==> config.mk <==
export PLATFORM = sky130hd
export DESIGN_NAME = sram_burst_reader_flat
export DESIGN_NICKNAME = d
export VERILOG_FILES = /design/src/rtl/sram_burst_reader_if.sv /design/src/rtl/sram_burst_reader.sv /design/src/flat_wrapper.sv
export SDC_FILE = /design/constraint.sdc
export NUM_CORES = 1
export LEC_CHECK = 0
export ABC_CLOCK_PERIOD_IN_PS = 3500
export CAP_MARGIN = 20
export CORE_ASPECT_RATIO = 0.9
export CORE_MARGIN = 3
export CORE_UTILIZATION = 30
export DETAILED_ROUTE_END_ITERATION = 6
export PLACE_DENSITY = 0.61
export REMOVE_ABC_BUFFERS = 1
export SYNTH_ARGS = -nofsm -noshare
export SYNTH_HDL_FRONTEND = slang
export SYNTH_SLANG_ARGS = --single-unit
==> constraint.sdc <==
create_clock -name clk -period 3.5 [get_ports clk]
set_input_delay 0.35 -clock clk [delete_from_list [all_inputs] [get_ports clk]]
set_output_delay 0.35 -clock clk [all_outputs]
set_load 0.005 [all_outputs]
==> src/rtl/sram_burst_reader_if.sv <==
// Command, SRAM read port and output stream of the burst reader, bundled as one bus.
interface sram_burst_reader_if #(
  parameter int unsigned ADDR_WIDTH = 12,
  parameter int unsigned DATA_WIDTH = 16,
  parameter int unsigned LEN_WIDTH  = 13
);

  // Burst command and status
  logic                  start_i;
  logic [ADDR_WIDTH-1:0] base_addr_i;
  logic [LEN_WIDTH-1:0]  len_i;
  logic                  busy_o;
  logic                  done_o;

  // SRAM read port (registered read, one cycle after rden)
  logic                  rden_o;
  logic [ADDR_WIDTH-1:0] rdaddr_o;
  logic [DATA_WIDTH-1:0] rddata_i;

  // Output stream
  logic [DATA_WIDTH-1:0] dout_o;
  logic                  dout_valid_o;
  logic                  dout_ready_i;

  // Reader side
  modport slave (
    input  start_i,
    input  base_addr_i,
    input  len_i,
    output busy_o,
    output done_o,
    output rden_o,
    output rdaddr_o,
    input  rddata_i,
    output dout_o,
    output dout_valid_o,
    input  dout_ready_i
  );

  // Host / SRAM / sink side
  modport master (
    output start_i,
    output base_addr_i,
    output len_i,
    input  busy_o,
    input  done_o,
    input  rden_o,
    input  rdaddr_o,
    output rddata_i,
    input  dout_o,
    input  dout_valid_o,
    output dout_ready_i
  );

endinterface

==> src/rtl/sram_burst_reader.sv <==
// Burst read controller: issues SRAM reads for a (base, len) command and streams
// the returned words through a 2-entry FIFO with valid/ready backpressure.
module sram_burst_reader #(
  parameter int unsigned ADDR_WIDTH = 12,
  parameter int unsigned DATA_WIDTH = 16,
  parameter int unsigned LEN_WIDTH  = 13
) (
  input  logic                 clk,
  input  logic                 rst_n,
  sram_burst_reader_if.slave   bus
);

  localparam int unsigned FIFO_DEPTH = 2;
  localparam int unsigned CNT_WIDTH  = 2;
  localparam int unsigned CRD_WIDTH  = 3;

  localparam logic [1:0] S_IDLE  = 2'd0;
  localparam logic [1:0] S_READ  = 2'd1;
  localparam logic [1:0] S_DRAIN = 2'd2;
  localparam logic [1:0] S_FIN   = 2'd3;

  logic [1:0]            r_state;
  logic [1:0]            w_state_nxt;

  logic [LEN_WIDTH-1:0]  r_len;
  logic [LEN_WIDTH-1:0]  r_issued;
  logic [ADDR_WIDTH-1:0] r_rdaddr;
  logic                  r_pending;

  logic [CNT_WIDTH-1:0]  r_count;
  logic [DATA_WIDTH-1:0] r_head;
  logic [DATA_WIDTH-1:0] r_tail;

  logic                  r_busy;
  logic                  r_done;

  logic                  w_accept;
  logic                  w_pop;
  logic                  w_push;
  logic [CRD_WIDTH-1:0]  w_credit_used;
  logic                  w_rden;
  logic                  w_last_issue;
  logic                  w_drained;

  // Handshake and credit bookkeeping
  assign w_accept      = (r_state == S_IDLE) && bus.start_i;
  assign w_pop         = (r_count != '0) && bus.dout_ready_i;
  assign w_push        = r_pending;
  assign w_credit_used = CRD_WIDTH'(r_count) + CRD_WIDTH'(r_pending) - CRD_WIDTH'(w_pop);

  // A read is issued only while a FIFO slot is guaranteed for its data
  assign w_rden        = (r_state == S_READ) && (r_issued < r_len)
                         && (w_credit_used < CRD_WIDTH'(FIFO_DEPTH));
  assign w_last_issue  = w_rden && ((r_issued + LEN_WIDTH'(1)) == r_len);

  // Burst is finished once nothing is in flight and the last word leaves this cycle
  assign w_drained     = !r_pending
                         && ((r_count == '0) || ((r_count == CNT_WIDTH'(1)) && w_pop));

  // Next-state logic
  always_comb begin
    w_state_nxt = r_state;
    case (r_state)
      S_IDLE: begin
        if (bus.start_i) begin
          w_state_nxt = (bus.len_i != '0) ? S_READ : S_FIN;
        end
      end
      S_READ: begin
        if (w_last_issue) begin
          w_state_nxt = S_DRAIN;
        end
      end
      S_DRAIN: begin
        if (w_drained) begin
          w_state_nxt = S_FIN;
        end
      end
      S_FIN: begin
        w_state_nxt = S_IDLE;
      end
      default: begin
        w_state_nxt = S_IDLE;
      end
    endcase
  end

  // State register
  always_ff @(posedge clk or negedge rst_n) begin
    if (!rst_n) begin
      r_state <= S_IDLE;
    end else begin
      r_state <= w_state_nxt;
    end
  end

  // Status flags: busy follows READ/DRAIN, done pulses once after FIN
  always_ff @(posedge clk or negedge rst_n) begin
    if (!rst_n) begin
      r_busy <= 1'b0;
      r_done <= 1'b0;
    end else begin
      r_busy <= (w_state_nxt == S_READ) || (w_state_nxt == S_DRAIN);
      r_done <= (r_state == S_FIN);
    end
  end

  // Command latch, issue counter and read address
  always_ff @(posedge clk or negedge rst_n) begin
    if (!rst_n) begin
      r_len    <= '0;
      r_issued <= '0;
      r_rdaddr <= '0;
    end else if (w_accept) begin
      r_len    <= bus.len_i;
      r_issued <= '0;
      r_rdaddr <= bus.base_addr_i;
    end else if (w_rden) begin
      r_issued <= r_issued + LEN_WIDTH'(1);
      r_rdaddr <= r_rdaddr + ADDR_WIDTH'(1);
    end
  end

  // SRAM data is valid the cycle after a read is issued
  always_ff @(posedge clk or negedge rst_n) begin
    if (!rst_n) begin
      r_pending <= 1'b0;
    end else begin
      r_pending <= w_rden;
    end
  end

  // Two-entry FIFO kept as head/tail registers so the head drives dout directly
  always_ff @(posedge clk or negedge rst_n) begin
    if (!rst_n) begin
      r_count <= '0;
      r_head  <= '0;
      r_tail  <= '0;
    end else begin
      case ({w_push, w_pop})
        2'b10: begin
          if (r_count == '0) begin
            r_head <= bus.rddata_i;
          end else begin
            r_tail <= bus.rddata_i;
          end
          r_count <= r_count + CNT_WIDTH'(1);
        end
        2'b01: begin
          if (r_count == CNT_WIDTH'(2)) begin
            r_head <= r_tail;
          end
          r_count <= r_count - CNT_WIDTH'(1);
        end
        2'b11: begin
          if (r_count == CNT_WIDTH'(2)) begin
            r_head <= r_tail;
            r_tail <= bus.rddata_i;
          end else begin
            r_head <= bus.rddata_i;
          end
        end
        default: begin
        end
      endcase
    end
  end

  // Output drive
  assign bus.busy_o       = r_busy;
  assign bus.done_o       = r_done;
  assign bus.rden_o       = w_rden;
  assign bus.rdaddr_o     = r_rdaddr;
  assign bus.dout_o       = r_head;
  assign bus.dout_valid_o = (r_count != '0);

endmodule

==> src/flat_wrapper.sv <==
// flat-port wrapper written by rule: the top's interface ports become plain ports
module sram_burst_reader_flat 
#(
  parameter int unsigned ADDR_WIDTH = 12,
  parameter int unsigned DATA_WIDTH = 16,
  parameter int unsigned LEN_WIDTH  = 13
)
  (clk, rst_n, bus_start_i, bus_base_addr_i, bus_len_i, bus_busy_o, bus_done_o, bus_rden_o, bus_rdaddr_o, bus_rddata_i, bus_dout_o, bus_dout_valid_o, bus_dout_ready_i);
  sram_burst_reader_if #(.ADDR_WIDTH(ADDR_WIDTH), .DATA_WIDTH(DATA_WIDTH), .LEN_WIDTH(LEN_WIDTH)) bus_i ();
  input  logic clk;
  input  logic rst_n;
  input wire logic [$bits(bus_i.start_i)-1:0] bus_start_i;
  input wire logic [$bits(bus_i.base_addr_i)-1:0] bus_base_addr_i;
  input wire logic [$bits(bus_i.len_i)-1:0] bus_len_i;
  output wire logic [$bits(bus_i.busy_o)-1:0] bus_busy_o;
  output wire logic [$bits(bus_i.done_o)-1:0] bus_done_o;
  output wire logic [$bits(bus_i.rden_o)-1:0] bus_rden_o;
  output wire logic [$bits(bus_i.rdaddr_o)-1:0] bus_rdaddr_o;
  input wire logic [$bits(bus_i.rddata_i)-1:0] bus_rddata_i;
  output wire logic [$bits(bus_i.dout_o)-1:0] bus_dout_o;
  output wire logic [$bits(bus_i.dout_valid_o)-1:0] bus_dout_valid_o;
  input wire logic [$bits(bus_i.dout_ready_i)-1:0] bus_dout_ready_i;
  assign bus_i.start_i = bus_start_i;
  assign bus_i.base_addr_i = bus_base_addr_i;
  assign bus_i.len_i = bus_len_i;
  assign bus_busy_o = bus_i.busy_o;
  assign bus_done_o = bus_i.done_o;
  assign bus_rden_o = bus_i.rden_o;
  assign bus_rdaddr_o = bus_i.rdaddr_o;
  assign bus_i.rddata_i = bus_rddata_i;
  assign bus_dout_o = bus_i.dout_o;
  assign bus_dout_valid_o = bus_i.dout_valid_o;
  assign bus_i.dout_ready_i = bus_dout_ready_i;
  sram_burst_reader #(.ADDR_WIDTH(ADDR_WIDTH), .DATA_WIDTH(DATA_WIDTH), .LEN_WIDTH(LEN_WIDTH)) u_core (.clk(clk), .rst_n(rst_n), .bus(bus_i));
endmodule
==> reports/results.ini, run 1 <==
[outcome]
outcome=finished, final reports clean

[floorplan]
rows=40
die_width_um=132
die-height_um=119
io_pins=77
core_area_mm2=0.0136
start_util=0.313
die-area_mm2=0.0157

[power]
peakVddDrop_v=0.000438
power_density_mw_per_mm2=1060
power_mw=6.01
power.leakage_nw=2.35

[global_routing]
grt_max_degree=78
grt_usage=0.146
grt_remaining_overflow=0
antenna_found_initial=0
grt_pass1_vias=3615
grt_pass1_wl_um=18700

[setup_path]
reg2reg_to=u_core.bus.rdaddr_o[8]
cp.arrival_ns=3.61
reg2reg_slack_ns=0.15
setup.worst_path.start_class=flip-flop
r2r_cells=13
r2r_start=u_core.r_count[0]
critical_path.max_fanout=4
endpoint=u_core.bus.rdaddr_o[8]
critPathCaptureType=flip-flop
required_ns=3.76
startpoint=u_core.r_count[0]
crit_type=flip-flop to flip-flop

[yosys]
synthTopCellsByArea=dfrtp_1 45%, ha_1 6.8%, mux2_2 4.2%
yosysWarnings=0
synth_top_area_share=0.452
synth.avg_cell_area_um2=9.66
synth_edf_count=0
ys_seq_elements=77
ys.flop_type=dfrtp_1
netlist_instances=441
async_flop_share=1.00
synth-seq-area-share=0.452
synth.largest_area_cell=dfrtp_1
ys_types=51
synth_area_mm2=0.00426

[drt]
drtPass1Iterations=4
vias=3659
drt-initial-drc-count=261
wl_um=11300
viasPerCell=5.07
ant_nets=0
remaining_drc_errors=0
post_drt_wl_per_cell_um=15.6

[timing]
worst_pin_slew_ns=0.753
fin_crit_sh=0.957
setup_viol=0
period_needed_ns=3.35
report.final.slew_viol_count=0
hold_violations=0
tns_ns=0
clock.fmax_mhz=299
slew_headroom=0.497
skew_ns=0.00708

[clock_tree]
clk_pin_slew_ns=0.06
cts_tree=built
clock_sinks=77
insertion_delay_ns=0.34
clock_path_buffers=2
cts_inserted_buffers=9
htree_num_levels=3
clockRootBuffer=clkbuf_16

[finish]
nNetsFinal=597
area_growth_pct=33.5
multiInputGateArea_mm2=0.00218
drive_gt1_frac=0.133
seq_area_mm2=0.00193
diodes=0
fillCellCount=1365

[job]
max_cap_violations=0

[placed_design]
io_buffer_count=76
hpwl_um=7980
gp_congestion=0.822

[min_path]
hold_path_class=primary input to asynchronous set/reset pin

[layer usage]
metal / up-vias / share of wire / wire length (um) / global-route usage
met5: - / 0 / 0 / 0
met3: 11 / 0.049 / 551 / 0.0338
met4: 0 / 0.015 / 174 / 0.0472
li1: 1755 / - / - / -
met1: 1800 / 0.49 / 5520 / 0.210
met2: 93 / 0.45 / 5040 / 0.216
[report_power, final]
group	internal (mW)	total (mW)	switching, mW
clock	0.577	0.964	0.387
combinational	1.67	3.45	1.78
sequential	1.29	1.60	0.309
[Yosys cell counts (all sizes together), types with 2 or more instances]
cell and number:
nor4 6, o22ai 2, o21bai 4, o311ai 2
nor3 13, a31oi 2, a22oi 17, inv 31
or3 5, o211ai 2, nor2 33, xnor2 18
a21o 2, nand2 34, a41oi 2, buf 5
nand2b 3, xor2 4, nand3 19, clkbuf 14
nor2b 4, o31ai 2, a211oi 6, o21ba 2
a21oi 32, nand4 4, o221a 6, nor4b 2
mux2 16, ha 23, a22o 4, and3 4
and2 2, o21ai 28, dfrtp 77
[sequential cells by signal (all words and copies together), names as in the netlist]
signal	flops
u_core.bus.rdaddr_o	12
u_core.r_pending	1
u_core.r_tail	16
u_core.r_count	2
u_core.r_state	2
u_core.r_issued	13
u_core.r_len	13
u_core.bus.done_o	1
u_core.bus.busy_o	1
u_core.bus.dout_o	16
[worst max-delay path, stage by stage, from the launching register on]
cell       delay (ns)
dfrtp_1          0.36
inv_2            0.06
ha_4             0.16
nor2b_4          0.13
ha_4             0.22
nand2b_1         0.15
fa_1             0.47
and4bb_1         0.21
o211ai_2         0.13
a2111oi_4        0.39
a21oi_2          0.14
buf_4            0.18
or4_1            0.49
a31oi_1          0.16
[cell usage in the layout, fill, tap and decap left out, types with 4 or more instances in the layout]
master / instances
dfrtp_1: 77
clkdlybuf4s50_1: 74
nand2_1: 34
nor2_1: 33
a21oi_1: 31
inv_1: 28
o21ai_0: 27
ha_1: 21
nand3_1: 19
xnor2_1: 18
a22oi_1: 17
buf_4: 17
mux2_2: 16
nor3_1: 12
clkbuf_16: 9
a211oi_1: 6
o221a_2: 6
nor4_1: 5
or3_1: 5
xor2_1: 4
and3_1: 4
nand4_1: 4
o21bai_1: 4
a22o_1: 4
[stage by stage]
stage                     hold WS (ns)  cells  setup WS [ns]  area, um^2  utilization
after floorplan                 0.0544    422        -0.0885        4180            -
after detailed placement         0.476    702         -0.314        5300        0.389
final                            0.391    722          0.152        5690        0.418
after global routing             0.412    722       -0.00294        5690        0.418
after global placement           0.471    702         -0.259        5300        0.389
after CTS                        0.225    718         0.0282        5620        0.413
[final cells by class]
class,count,area share
clock inverters,6,0.0123
inverters,31,0.0205
well taps,189,0.0416
multi-input cells,314,0.383
repair buffers,95,0.162
clock buffers,10,0.0420
flip-flops and latches,77,0.339
[how the worst min path moves through the flow]
| stage | slack [ns] | cells after the start | to | startpoint |
|---|---|---|---|---|
| finish | 0.39 | 2 | u_core.r_tail[9] | rst_n |
| global route | 0.41 | 2 | u_core.r_tail[10] | rst_n |
| CTS | 0.22 | 1 | u_core.bus.busy_o | rst_n |
| detailed placement | 0.48 | 2 | u_core.r_len[0] | u_core.r_len[0] |
| global placement | 0.47 | 2 | u_core.r_len[0] | u_core.r_len[0] |
| floorplan | 0.05 | 0 | u_core.bus.busy_o | rst_n |
[cell families after synthesis]
| group | Yosys count | synth area share |
|---|---|---|
| multiplexers | 17 | 0.0446 |
| buffers and inverters | 50 | 0.0455 |
| adder cells (fa/ha/maj) | 24 | 0.0722 |
| AO/OA/AOI/OAI | 119 | 0.190 |
| flip-flops | 77 | 0.452 |
| XOR/XNOR | 22 | 0.0452 |
| AND/OR/NAND/NOR | 132 | 0.150 |
[timing repair]
action	4_1_cts	5_1_grt
buffers inserted	0	2
gates cloned	0	0
endpoints found under the hold margin	0	10
setup endpoints to repair	8	3
resized for setup	3	8
pin swaps	2	3
hold buffers	0	1
Note: power is estimated with default switching activity, not from simulation.
==> inputs of run 2 (changes only) <==
SETUP_SLACK_MARGIN = 0.5   (was default)
==> run 2 against run 1 <==
  * Sequential power barely moved
  * Hold slack worse by 0.0026 ns
  * Via count up 1.9%
  * Critical path depth shrank 1
  * Final cell count grew 1.9%
  * Non-clock buffer count increased by 14
  * Design area increased by 5.6%
  * Sequential cell count unchanged
  * First-iteration DRC count grew 7.3%
  * Register-to-register slack improved by 0.20 ns
  * Clock power hardly changed
==> reports/results.ini, run 2 (synthesis gave the netlist of run 1 again) <==
[outcome]
outcome=finished, final reports clean

[timing]
clock.fmax_mhz=314  ; +5.1%
setup_viol=0  ; unchanged
skew_ns=0.00604  ; -0.00104 ns
worst_pin_slew_ns=0.851  ; +0.0980 ns
report.final.slew_viol_count=0  ; unchanged
hold_violations=0  ; unchanged
slew_headroom=0.431  ; -0.0655
setup_ws_ns=0.316  ; +0.164 ns
fin_crit_sh=0.910  ; -0.0468
period_needed_ns=3.18  ; -0.164 ns
rsz0062_at_grt=yes

[power]
p_clk_frac=0.129  ; -0.031
pwr-share-seq=0.215  ; -0.051
combPwrFrac=0.655  ; +0.082
power.leakage_nw=2.50  ; +6.4%
intPower_mw=4.56  ; +29%
peakVddDrop_v=0.000823  ; +88%
sw_frac_of_total=0.390  ; -0.0218
p_switching_mw=2.92  ; +18%
power_density_mw_per_mm2=1250  ; +18%

[drt]
post_drt_wl_per_cell_um=16.2  ; +3.4%
drtPass1Iterations=4  ; unchanged
remaining_drc_errors=0  ; unchanged
wl_um=11900  ; +5.5%
routed.top_layer=met4
m1WireLength_um=5750  ; +4.2%
vias=3729  ; +1.9%
drt-initial-drc-count=280  ; +7.3%
route.met2.wl_um=5360  ; +6.4%
ant_nets=0  ; unchanged
viasPerCell=5.07  ; about the same
dr_wl_met3_um=574  ; +4.2%

[job]
max_cap_violations=0  ; unchanged

[setup_path]
setup.worst_path.start_class=flip-flop
required_ns=3.15  ; -0.61 ns
critPathCaptureType=output pin
crit_type=flip-flop to output pin
startpoint=u_core.r_count[1]
cp.arrival_ns=2.83  ; -0.78 ns
r2r_start=u_core.r_count[1]
slowest_stage=fa_1
path_cells=inv_2, ha_4, nor2b_4, ha_4, nand2b_4, fa_1, and4bb_1, o211ai_2, a2111oi_4, a21oi_2, inv_2, buf_6
critical_path.max_fanout=2  ; -2
max_stage_delay_ns=0.47  ; -0.02 ns

[global_routing]
grt_remaining_overflow=0  ; unchanged
grt_pass1_wl_um=19200  ; +2.9%
antenna_found_initial=0  ; unchanged
grt_pass1_vias=3708  ; +2.6%
grt_usage=0.150  ; +0.00461
grt_max_degree=78  ; unchanged

[finish]
diodes=0  ; unchanged
drive_gt1_frac=0.181  ; +0.0478
most-common-layout-cells=77 x dfrtp_1, 74 x clkdlybuf4s50_1, 33 x nor2_1, 32 x nand2_1, 28 x inv_1
area_growth_pct=40.9
fin_area_mm2=0.00600  ; +5.6%
final_cells=736  ; +1.9%
nNetsFinal=611  ; +2.3%
final_common_cell=dfrtp_1
fillCellCount=1345  ; -1.5%

[clock_tree]
htree_num_levels=3  ; unchanged
cts_inserted_buffers=9  ; unchanged
insertion_delay_ns=0.34  ; about the same
clockRootBuffer=clkbuf_16
clk_pin_slew_ns=0.06  ; about the same
clock_path_buffers=2  ; unchanged
clock_sinks=77  ; unchanged
cts_tree=built

[min_path]
hold_path_class=primary input to asynchronous set/reset pin

[floorplan]
die-area_mm2=0.0157  ; unchanged
die_width_um=132  ; unchanged
io_pins=77  ; unchanged
rows=40  ; unchanged
core_area_mm2=0.0136  ; unchanged
start_util=0.313  ; unchanged
die-height_um=119  ; unchanged

[placed_design]
placedInstanceArea_mm2=0.00530  ; unchanged
dp.cells=702  ; unchanged
dp_slack_ns=-0.314  ; unchanged
gp_congestion=0.822  ; unchanged
io_buffer_count=76  ; unchanged
hpwl_um=7980  ; unchanged

-- run 2: changes by cell type in the layout (fill, tap and decap cells not counted), moves of 2 or more --
cell / change
a21oi_1: -6
a21oi_2: +5
buf_16: +2
buf_4: +4
buf_6: +4
buf_8: +2
nand2_1: -2
o21ai_0: -6
o21ai_1: +6
-- run 2: critical path: cells and delay by family (launching register included) --
family / cells / cell delay, ns
AO/OA/AOI/OAI: 3 / 0.53
adder cells (fa/ha/maj): 3 / 0.85
buffers and inverters: 3 / 0.27
flip-flops: 1 / 0.37
AND/OR/NAND/NOR: 3 / 0.48
-- run 2: power by group through the flow --
stage | Clock, mW | Sequential (mW) | Combinational (mW)
floorplan | 0 | 1.55 | 2.05
global placement | 0 | 1.59 | 3.26
detailed placement | 0 | 1.61 | 3.36
CTS | 0.992 | 1.60 | 4.42
global route | 1.03 | 1.66 | 5.30
finish | 0.966 | 1.61 | 4.90
-- run 2: path summary, 6_finish.rpt --
kind | to | slack, ns | depth (start not counted)
max reg2reg | u_core.r_state[0] | 0.35 | 15
min reg2reg | u_core.r_len[0] | 0.49 | 2
min in group clk | u_core.r_len[0] | 0.49 | 2
max in group asynchronous | u_core.bus.dout_o[7] | 2.52 | 3
max | bus_rden_o | 0.32 | 12
min | u_core.r_tail[9] | 0.39 | 2
-- run 2: layout make-up --
class / count / area (um^2) / area share
Multi-Input combinational cell: 314 / 2260 / 0.377
Sequential cell: 77 / 1930 / 0.321
Timing Repair Buffer: 109 / 1150 / 0.192
Clock buffer: 10 / 239 / 0.0398
Tap cell: 189 / 236 / 0.0394
Inverter: 31 / 116 / 0.0194
Clock inverter: 6 / 70.1 / 0.0117
-- run 2: metal layers --
layer  track usage  up-vias
met2         0.226       90
met1         0.215     1827
li1              -     1796
met5             0        -
met4        0.0492        0
met3        0.0338       16
-- run 2: timing repair --
item	in CTS	in global routing
pin swaps	16	6
endpoints found under the hold margin	0	10
hold buffers	0	1
gates cloned	3	1
endpoints found under the setup margin	29	28
gates resized for setup	27	22
setup buffers	8	4
-- run 2: stage by stage --
stage	hold slack (ns)	total power [mW]	utilization	TNS, ns
floorplan	0.0544	3.60	-	-0.626
global placement	0.471	4.85	0.389	-2.31
detailed placement	0.476	4.96	0.389	-4.30
CTS	0.225	7.01	0.429	0
global route	0.412	8.00	0.441	0
finish	0.388	7.48	0.441	0
